$ cat src/rtl/nn_mac_stage.sv
// nn_mac_stage: one neuron's multiply-accumulate stage feeding a sigmoid stage.
// Accepts a vector of (x, w) beats and adds a bias taken from the first beat.
// The sum saturates to the ACC_W signed range. One pre-activation result is
// presented per vector through a valid/ready handshake.
//
// Ports:
//   clk        clock, all state updates on the rising edge
//   rst_n      synchronous active-low reset
//   in_valid   input beat valid
//   in_ready   stage accepts a beat this cycle (low in DONE and during reset)
//   in_x       signed activation
//   in_w       signed weight paired with in_x
//   in_bias    signed bias, used only on the first beat of a vector
//   in_last    final beat of a vector
//   out_valid  result valid
//   out_ready  downstream accepts the result
//   out_h      signed pre-activation sum (0 when out_valid=0)
//   out_sat    saturation occurred somewhere in the vector (0 when out_valid=0)
//   out_err    vector length differed from N_INPUTS (0 when out_valid=0)
module nn_mac_stage #(
  parameter int N_INPUTS = 2,
  parameter int DATA_W   = 8,
  parameter int ACC_W    = 16
) (
  input  logic                     clk,
  input  logic                     rst_n,
  input  logic                     in_valid,
  output logic                     in_ready,
  input  logic signed [DATA_W-1:0] in_x,
  input  logic signed [DATA_W-1:0] in_w,
  input  logic signed [DATA_W-1:0] in_bias,
  input  logic                     in_last,
  output logic                     out_valid,
  input  logic                     out_ready,
  output logic signed [ACC_W-1:0]  out_h,
  output logic                     out_sat,
  output logic                     out_err
);

  localparam int CNT_W  = $clog2(N_INPUTS + 1);
  localparam int SUM_W  = ACC_W + 2;
  localparam int PROD_W = 2 * DATA_W;

  // The saturation limits are built as bit patterns so that no 32-bit integer overflow occurs for wide ACC_W.
  localparam logic signed [SUM_W-1:0] ACC_MAX = {{3{1'b0}}, {(ACC_W-1){1'b1}}};
  localparam logic signed [SUM_W-1:0] ACC_MIN = {{3{1'b1}}, {(ACC_W-1){1'b0}}};

  typedef enum logic [1:0] {IDLE, ACCUM, DONE} state_t;

  state_t                    state;
  state_t                    state_next;
  logic signed [ACC_W-1:0]   acc;
  logic [CNT_W-1:0]          count;
  logic                      sat;
  logic                      err;

  logic                      accept;
  logic                      terminate;
  logic [CNT_W-1:0]          count_next;
  logic signed [PROD_W-1:0]  prod;
  logic signed [SUM_W-1:0]   base;
  logic signed [SUM_W-1:0]   sum;
  logic signed [ACC_W-1:0]   sum_sat;
  logic                      sum_ovf;

  // ---------------------------------------------------------------------------
  // Datapath: full-precision product, two guard bits on the add, then clamp.
  // ---------------------------------------------------------------------------
  assign prod = in_x * in_w;

  // The bias replaces the accumulator on the first beat of a vector.
  assign base = (state == IDLE) ? {{(SUM_W-DATA_W){in_bias[DATA_W-1]}}, in_bias}
                                : {{(SUM_W-ACC_W){acc[ACC_W-1]}}, acc};
  assign sum  = base + {{(SUM_W-PROD_W){prod[PROD_W-1]}}, prod};

  // NOTE: every output of a combinational block gets a default first; otherwise a path that does not assign it infers a latch.
  always_comb begin
    sum_sat = sum[ACC_W-1:0];
    sum_ovf = 1'b0;
    if (sum > ACC_MAX) begin
      sum_sat = ACC_MAX[ACC_W-1:0];
      sum_ovf = 1'b1;
    end else if (sum < ACC_MIN) begin
      sum_sat = ACC_MIN[ACC_W-1:0];
      sum_ovf = 1'b1;
    end
  end

  assign accept     = in_valid && in_ready;
  assign count_next = (state == IDLE) ? CNT_W'(1) : count + 1'b1;
  // A vector ends on in_last or on the N_INPUTS-th beat, whichever comes first.
  assign terminate  = accept && (in_last || (count_next == CNT_W'(N_INPUTS)));

  // ---------------------------------------------------------------------------
  // FSM: state register
  // ---------------------------------------------------------------------------
  // NOTE: sequential state uses non-blocking assignments so that every flop samples values from before the edge.
  always_ff @(posedge clk) begin
    if (!rst_n) state <= IDLE;
    else        state <= state_next;
  end

  // FSM: next-state logic
  always_comb begin
    state_next = state;
    unique case (state)
      IDLE:    if (accept) state_next = terminate ? DONE : ACCUM;
      ACCUM:   if (terminate) state_next = DONE;
      DONE:    if (out_ready) state_next = IDLE;
      default: state_next = IDLE;
    endcase
  end

  // FSM: outputs. Result fields are forced to zero whenever no result is presented.
  always_comb begin
    in_ready  = rst_n && (state != DONE);
    out_valid = (state == DONE);
    out_h     = out_valid ? acc : '0;
    out_sat   = out_valid && sat;
    out_err   = out_valid && err;
  end

  // ---------------------------------------------------------------------------
  // Accumulator, beat counter and sticky flags
  // ---------------------------------------------------------------------------
  // NOTE: reset is synchronous; these registers clear only on a rising edge with rst_n low.
  always_ff @(posedge clk) begin
    if (!rst_n) begin
      acc   <= '0;
      count <= '0;
      sat   <= 1'b0;
      err   <= 1'b0;
    end else if (state == DONE) begin
      if (out_ready) begin
        acc   <= '0;
        count <= '0;
        sat   <= 1'b0;
        err   <= 1'b0;
      end
    end else if (accept) begin
      acc   <= sum_sat;
      count <= count_next;
      sat   <= sat | sum_ovf;
      if (terminate) err <= (count_next != CNT_W'(N_INPUTS)) || !in_last;
    end
  end

endmodule

$ cat config.mk
export PLATFORM = sky130hd
export DESIGN_NAME = nn_mac_stage
export DESIGN_NICKNAME = d
export VERILOG_FILES = /design/src/rtl/nn_mac_stage.sv
export SDC_FILE = /design/constraint.sdc
export NUM_CORES = 1
export LEC_CHECK = 0
export CAP_MARGIN = 20
export CORE_MARGIN = 4
export CORE_UTILIZATION = 35
export DETAILED_ROUTE_END_ITERATION = 12
export GPL_TIMING_DRIVEN = 1
export PLACE_DENSITY = 0.64
export SYNTH_ARGS = -nofsm -noshare
export SYNTH_HDL_FRONTEND = slang
export SYNTH_SLANG_ARGS = --single-unit
$ cat constraint.sdc
create_clock -name clk -period 6.62 [get_ports clk]
set_input_delay 0.993 -clock clk [delete_from_list [all_inputs] [get_ports clk]]
set_output_delay 0.993 -clock clk [all_outputs]
set_load 0.03 [all_outputs]
# [Word-level counts from Yosys, hierarchy flattened]
# Index checks and enable logic that the tools add are counted.
[word_totals] output_inout_bits=20 wordCells=56 inputBits=29 ff_bits=22
[classes] bitwise=1 addsub=2 n_mux=23 order_cmp=2 multipliers=1 reduce_logical=14 eq_ne=8
[ops] op="$mux 16" n=6
[ops] op="$add 18x18->18" n=1
[ops] op="$gt 18x16->1 const B" n=1
[ops] op="$lt 18x16->1 const B" n=1
[ops] op="$mux 18" n=1
[ops] op="$mul 8x8->16" n=1
[ops] op="$mux 2" n=7
[ops] op="$mux 1" n=8
[ops] op="$ne 2x2->1 const B" n=4
[ops] op="$pmux 2 s3" n=1
[ops] op="$reduce_and 3->1" n=2
[ops] op="$logic_and 1x1->1" n=5
[ops] op="$eq 2x2->1 const B" n=2
[ops] op="$reduce_bool 2->1" n=2
[ops] op="$add 2x1->2 const B" n=1
[ops] op="$eq 2x1->1 const B" n=1
[ops] op="$logic_not 2->1" n=1
[ops] op="$logic_or 1x1->1" n=2
[ops] op="$ne 2x1->1 const B" n=1
[ops] op="$reduce_and 2->1" n=1
[ops] op="$logic_not 1->1" n=1
[ops] op="$or 1x1->1" n=1

# [Longest topological paths before layout]
# Gate-level depths: netlist of run 1.
[depth] depth_word=9 ltp_mapped=26 ltp_nobuf=25

# [Worst setup path after synthesis of run 1]
# Ideal clock, no wire load.
[synth_path] path_kind="input -> register" startpoint="input in_w[7]" endpoint="register acc[14]" required_ps=6498 path_buffers=1 t_arrival_ps=6153 setup_time_ps=122 stages=22 slack_ps=345 path_cell_list="inv_1 > nor2_1 > fa_1 > fa_1 > fa_1 > inv_1 > fa_1 > inv_1 > ha_1 > a21boi_0 > o21ai_0 > a21oi_1 > or2_2 > xor2_1 > ha_1 > o21a_1 > a211oi_1 > o211ai_2 > and2_4 > o211a_4 > buf_6 > a221o_1"
[synth_via] elab_chain_len=7 elab_cells_between_ends=8 cone_classes="1 x add/sub; 1 x mul; 2 x order compare; 4 x mux"
[synth_lines] element="start, declared" line="30" rtl="input logic signed [DATA_W-1:0] in_w,"
[synth_lines] element="$mul 8x8->16 (*)" line="69" rtl="assign prod = in_x * in_w;"
[synth_lines] element="$add 18x18->18 (*)" line="74" rtl="assign sum = base + {{(SUM_W-PROD_W){prod[PROD_W-1]}}, prod};"
[synth_lines] element="$lt 18x16->1" line="83" rtl="end else if (sum < ACC_MIN) begin"
[synth_lines] element="$mux 16" line="83"
[synth_lines] element="$mux 16 (*)" line="80" rtl="if (sum > ACC_MAX) begin"
[synth_lines] element="$mux 16 (*)" line="140" rtl="end else if (accept) begin"
[synth_lines] element="$mux 16 (*)" line="133" rtl="end else if (state == DONE) begin"
[synth_lines] element="end signal, assigned" line="141" rtl="acc <= sum_sat;"
[synth_lines] element="end, declared" line="52" rtl="logic signed [ACC_W-1:0] acc;"
# Every way passes the cells marked *; elsewhere a longest branch is shown, timed or not. The select of a mux whose other input is x is not followed.
# A chain may end at the register's enable or synchronous reset.

# [Worst setup path after layout of run 1]
[layout_path] startpoint="input in_w[2]" endpoint="register acc[1]"
# The elaborated chain is that of the path after synthesis.

==> out/qor.csv, run 1 <==
stage,metric,value,unit
yosys,Synth Area in Compound Gates,0.165,
placement,Port-buffer cells,48,
hold_path,Hold Path Cell Cnt,2,
critical_path,Max Fanout on Critical Path,14,
clocking,Clock Path Buffers,2,
route,Routed wire per std cell,13.0,um
critical_path,crit end category,flip-flop,
global_routing,global-route wire length before repair,18.1,mm
cells_and_area,synthesis-to-layout area growth,32.4,%
clocking,H-tree levels,1,
global_routing,initial antenna violation count,0,
yosys,synthesized area,4390,um^2
critical_path,crit path launch type,input pin,
yosys,post-synth top area share,0.255,
critical_path,crit-path cells,"dlygate4sd2_1, buf_4, nand2_1, fa_1, inv_1, fa_1, inv_1, fa_1, fa_1, inv_1, ha_1, and3_1, a2111oi_1, o311ai_1, ha_1, nand3_1, o211ai_1, a21o_1, a21oi_4, buf_12, a221o_2",
run_status,status,completed,
yosys,library cells used by synthesis,52,
yosys,xor-xnor portion of the synthesized cell area,0.0558,
hold_path,worst hold path class,flip-flop to flip-flop,
floorplan,DIE HEIGHT,120,um
timing,Final Max Slew Viols,0,
floorplan,Die Width,120,um
timing,Final setup viols,0,
global_routing,total track usage,0.146,
clocking,root buf cell,clkbuf_16,
yosys,leading cell types by total area after synthesis,"fa_1 26%, ha_1 13%, dfxtp_1 10%",
timing,final hold slack,0.453,ns
route,vias per inst,4.85,
global_routing,number of global-route vias before repair,4114,
route,initial drt markers,128,
floorplan,core area,12200,um^2
yosys,Adder-Cell Fraction of Synth Area,0.383,
yosys,Post-Synth Simple-Gate Area,0.207,
route,final WL,10.5,mm
cells_and_area,fill count,1185,
critical_path,CP max stage delay,0.59,ns
yosys,Syn Area/Cell,8.37,um^2
run,Max Cap Viol,0,
cells_and_area,layout cells sized above 1,0.186,
cells_and_area,Final #Nets,770,
yosys,most frequent cells after synthesis,"90 x inv_1, 62 x and2_1, 59 x nand2_1",
placement,global placer's final weighted congestion,0.839,
floorplan,# IOs,49,
critical_path,R2R cell count,11,
timing,Worst Tran Pin Value,0.640,ns
critical_path,cell depth of the worst setup path,21,
clocking,Post-CTS Hold Buffers,0,
placement,DP HPWL,8.69,mm
critical_path,Crit Path Class,input pin to flip-flop,
floorplan,starting density of the core,0.361,
cells_and_area,diode count,0,
yosys,Synth area leader,fa_1,
cells_and_area,final core occ,0.478,
global_routing,pin count of the biggest net entering global routing,21,
yosys,total nets after synthesis,655,
timing,period utilization,0.959,
yosys,top-count cell post-synth,inv_1,
clocking,Num Clock Sinks,22,
yosys,number of synthesized flops with an enable pin,0,
floorplan,full die area,14400,um^2
timing,Setup Skew,0.00219,ns
critical_path,Crit-path slowest cell,fa_1,
critical_path,crit-path leading delay family,adder cells,
critical_path,Worst Path Buf+Inv,6,
route,drt first pass iters,4,
clocking,clock slew at the register clock pins of the worst setup and hold paths,0.06,ns
timing,Relative slew margins,0.572,
floorplan,Rows,40,
critical_path,arrival time worst endpoint,6.49,ns
critical_path,"Top cell by count, worst path",fa_1,
timing,post-route minimum period,6.35,ns
global_routing,total global routing overflow,0,
clocking,CTS tree,done,
timing,Final Hold Fails,0,
yosys,ys flop type,dfxtp_1,
yosys,Synth Warn #,0,
yosys,Syn Inst Count,525,
yosys,ys async rst share,0,
clocking,"Clk Latency, worst-skew pair",0.26,ns
clocking,CTS buffer count,3,
yosys,multiplexer share of the synthesized area,0,
route,final antenna-violating net count,0,
yosys,Synth Register Bits,22,
critical_path,Worst EP required,6.76,ns
route,Post-route DRC,0,
yosys,largest family of logic cells by synthesized area,adder cells,
timing,Max Fclk,0.158,GHz
yosys,sequential area share after synthesis,0.100,
route,via count,3911,
[worst min-delay path, delay by kind of cell, from the launching register on]
| family | cells | cell delay [ns] |
|---|---|---|
| simple gates | 1 | 0.05 |
| compound gates | 1 | 0.06 |
| flops | 1 | 0.30 |
[final cells by class]
cell class              instances  area, um^2  share of cell area
well taps                     168         210              0.0361
repair buffers                119        1020               0.175
clock buffers                   3        75.1              0.0129
flip-flops and latches         22         440              0.0757
multi-input cells             404        3710               0.637
clock inverters                 1        30.0             0.00516
inverters                      90         338              0.0581
[sequential cells by signal, summed over array words and instances (netlist names)]
| register | count |
|---|---|
| count | 2 |
| err | 1 |
| sat | 1 |
| state | 2 |
| acc | 16 |
[final timing paths]
| path | slack (ns) | from | end |
|---|---|---|---|
| max | 0.27 | in_w[2] | acc[1]$_SDFFE_PN0P_ |
| min | 0.45 | err$_SDFFE_PN0P_ | err$_SDFFE_PN0P_ |
| max reg2reg | 3.32 | state[1]$_SDFFE_PN0P_ | acc[4]$_SDFFE_PN0P_ |
| min reg2reg | 0.45 | err$_SDFFE_PN0P_ | err$_SDFFE_PN0P_ |
[cells in the final DEF (no fill, tap or decap), types with 7 or more instances in the layout]
master	count
inv_1	90
buf_4	70
and2_1	61
nand2_1	57
fa_1	55
ha_1	44
clkdlybuf4s50_1	33
dfxtp_1	22
xnor2_1	21
nor2_1	20
a21oi_1	14
a21o_1	12
dlygate4sd2_1	12
o21ai_0	11
a221o_1	10
nand3_1	7
[through the flow]
step	setup slack [ns]	std cells	cell area, um^2	setup TNS, ns
after floorplan	0.345	525	4390	0
after global placement	-0.409	796	5520	-5.96
after detailed placement	-0.563	796	5520	-8.44
after CTS	0.0123	803	5690	0
after global routing	-0.0329	807	5820	-0.123
final	0.271	807	5820	0
[layer usage]
metal | vias up | global-route usage | routed length (um)
li1 | 1946 | - | -
met1 | 1907 | 0.184 | 4550
met2 | 54 | 0.281 | 5610
met3 | 4 | 0.0127 | 289
met4 | 0 | 0.0107 | 33
met5 | - | 0 | 0
[cells by family after synthesis]
kind of cell	count (synthesis)
buf+inv	100
flops	22
fa+ha+maj	101
xor+xnor	28
compound gates	94
simple gates	180
[timing repair]
action                                  4_1_cts  5_1_grt
buffers inserted                              3        3
gates resized for setup                      26       26
gates cloned                                  0        1
hold endpoints to repair                      0        0
endpoints found under the setup margin       16       17
pin swaps                                     7       21
Power of run 1 is not shown: default switching activity piles up to over one toggle a cycle in this logic, so the estimate is an artifact.
==> run 2: changes to the inputs <==
ABC_AREA = 1   (was not set)
PLACE_DENSITY = 0.63   (was 0.64)
clock period = 5.5 ns   (was 6.62 ns; I/O delays follow)
==> out/qor.csv, run 2 <==
stage,metric,value,unit
yosys,total nets after synthesis,873,
cells_and_area,final core occ,0.510,
floorplan,Rows,42,
clocking,CTS buffer count,3,
yosys,synthesized area,4860,um^2
clocking,"Clk Latency, worst-skew pair",0.26,ns
cells_and_area,flip-flop and latch area,440,um^2
critical_path,reg-to-reg startpoint,state[0]$_SDFFE_PN0P_,
yosys,post-synth top area share,0.231,
yosys,number of synthesized flops with an enable pin,0,
cells_and_area,multi-input logic area,4090,um^2
timing,Relative slew margins,0.510,
run_status,status,finished with violations,
clocking,Num Clock Sinks,22,
placement,Post-Place Setup Slack,-1.14,ns
hold_path,worst hold path class,flip-flop to flip-flop,
timing,Final setup viols,17,
floorplan,core area,13400,um^2
yosys,Synth Warn #,0,
clocking,CTS tree,done,
critical_path,Worst EP required,5.68,ns
hold_path,hold_sp,acc[0]$_SDFFE_PN0P_,
critical_path,R2R Path End,acc[8]$_SDFFE_PN0P_,
yosys,library cells used by synthesis,37,
floorplan,starting density of the core,0.363,
global_routing,global-route wire length before repair,21.6,mm
route,Routed wire per std cell,11.6,um
clocking,Post-CTS Hold Buffers,0,
cells_and_area,fill count,1296,
timing,Setup WS post-layout,-0.305,ns
placement,DP HPWL,9.75,mm
floorplan,# IOs,49,
route,drt first pass iters,5,
placement,placed cells,1026,
route,final WL,12.1,mm
global_routing,initial antenna violation count,0,
route,Post-route DRC,0,
clocking,clock slew at the register clock pins of the worst setup and hold paths,0.06,ns
cells_and_area,Final #Nets,1000,
timing,Final Max Slew Viols,0,
critical_path,Crit-path slowest cell,fa_1,
yosys,most frequent cells after synthesis,"199 x inv_1, 188 x nand2_1, 56 x fa_1",
yosys,Synth Register Bits,22,
cells_and_area,"commonest cells after routing, fill and taps aside","178 x inv_1, 155 x nand2_1, 95 x buf_4",
placement,global placer's final weighted congestion,0.887,
route,final antenna-violating net count,0,
critical_path,Max Fanout on Critical Path,7,
timing,Final Hold Fails,0,
cells_and_area,max reg flops,16,
critical_path,CP max stage delay,0.55,ns
route,via count,4757,
yosys,ys async rst share,0,
cells_and_area,synthesis-to-layout area growth,40.8,%
cells_and_area,layout cells sized above 1,0.276,
critical_path,crit path launch type,input pin,
run_status,failing checks,negative setup slack,
critical_path,crit end category,flip-flop,
yosys,Synth area leader,fa_1,
clocking,root buf cell,clkbuf_16,
floorplan,full die area,15800,um^2
placement,Port-buffer cells,48,
global_routing,total track usage,0.157,
cells_and_area,diode count,0,
yosys,sequential area share after synthesis,0.0907,
global_routing,number of global-route vias before repair,4837,
yosys,Syn Area/Cell,6.54,um^2
route,vias per inst,4.55,
yosys,Syn Inst Count,743,
critical_path,r2r setup slk,2.33,ns
yosys,ys flop type,dfxtp_1,
cells_and_area,"Most flops, register",acc,
run,Max Cap Viol,0,
cells_and_area,Largest regs,"acc (16), count (2), state (2)",
critical_path,R2R cell count,16,
timing,post-route minimum period,5.81,ns
cells_and_area,"most common cell after layout, fill and taps aside",inv_1,
yosys,leading cell types by total area after synthesis,"fa_1 23%, inv_1 15%, nand2_1 15%",
yosys,top-count cell post-synth,inv_1,
timing,final setup TNS,-4.29,ns
hold_path,Hold Path Cell Cnt,2,
timing,Setup Skew,0.00542,ns
timing,RSZ-0062 raised after global routing,yes,
clocking,Clock Path Buffers,2,
hold_path,Hold EP,acc[0]$_SDFFE_PN0P_,
route,initial drt markers,272,
floorplan,DIE HEIGHT,126,um
critical_path,Crit Path Class,input pin to flip-flop,
clocking,H-tree levels,1,
critical_path,arrival time worst endpoint,5.99,ns
global_routing,total global routing overflow,0,
timing,Worst Tran Pin Value,0.730,ns
floorplan,Die Width,126,um
timing,Max Fclk,0.172,GHz
cells_and_area,"non-filler cells, final",1045,
timing,period utilization,1.06,
global_routing,pin count of the biggest net entering global routing,22,
==> run 2: cell type report <==
cell class / instances / share of cell area
flip-flops and latches: 22 / 0.0644
inverters: 204 / 0.113
repair buffers: 144 / 0.177
clock buffers: 3 / 0.0110
multi-input cells: 495 / 0.598
well taps: 176 / 0.0322
clock inverters: 1 / 0.00439
==> run 2: metal layers <==
metal	track usage	vias up	wire, um
met2	0.287	65	6160
met5	0	-	0
met4	0.0170	0	116
li1	-	2453	-
met3	0.0144	12	314
met1	0.210	2227	5520
==> run 2: logic make-up (layout without fill, tap and decap cells) <==
logic type,after synthesis,after routing,share of synthesized area
AO/OA/AOI/OAI,76,76,0.0842
XOR/XNOR,28,28,0.0505
adder cells (fa/ha/maj),101,101,0.347
buffers and inverters,228,352,0.181
flip-flops,22,22,0.0907
AND/OR/NAND/NOR,288,290,0.247
==> run 2: worst max-delay path: cells and delay by family <==
kind | cells | cell delay (ns)
XOR/XNOR | 1 | 0.15
AND/OR/NAND/NOR | 14 | 1.24
buffers and inverters | 6 | 0.48
AO/OA/AOI/OAI | 5 | 0.69
adder cells (fa/ha/maj) | 6 | 2.60
==> run 2: worst max-delay path by stage <==
stage / from / slack (ns) / to / depth (start not counted)
after global placement: in_w[4] / -1.02 / acc[2]$_SDFFE_PN0P_ / 32
after CTS: in_w[7] / -0.20 / acc[8]$_SDFFE_PN0P_ / 31
after global routing: in_w[5] / -0.58 / acc[8]$_SDFFE_PN0P_ / 32
after floorplan: in_x[7] / -0.23 / acc[5]$_SDFFE_PN0P_ / 33
after detailed placement: in_w[2] / -1.14 / acc[3]$_SDFFE_PN0P_ / 32
final: in_w[5] / -0.31 / acc[8]$_SDFFE_PN0P_ / 32
==> run 2: repair_timing <==
item	CTS	global route
pin swaps	86	20
setup buffers	11	3
resized for setup	170	35
setup endpoints to repair	17	17
gates cloned	2	0
==> run 2: per-stage QoR <==
stage / area, um^2 / hold slack [ns]
final: 6840 / 0.465
after global routing: 6840 / 0.476
after CTS: 6690 / 0.465
after detailed placement: 6160 / 0.455
after global placement: 6160 / 0.448
after floorplan: 5060 / 0.431
Power of run 2 is left out for the same reason.
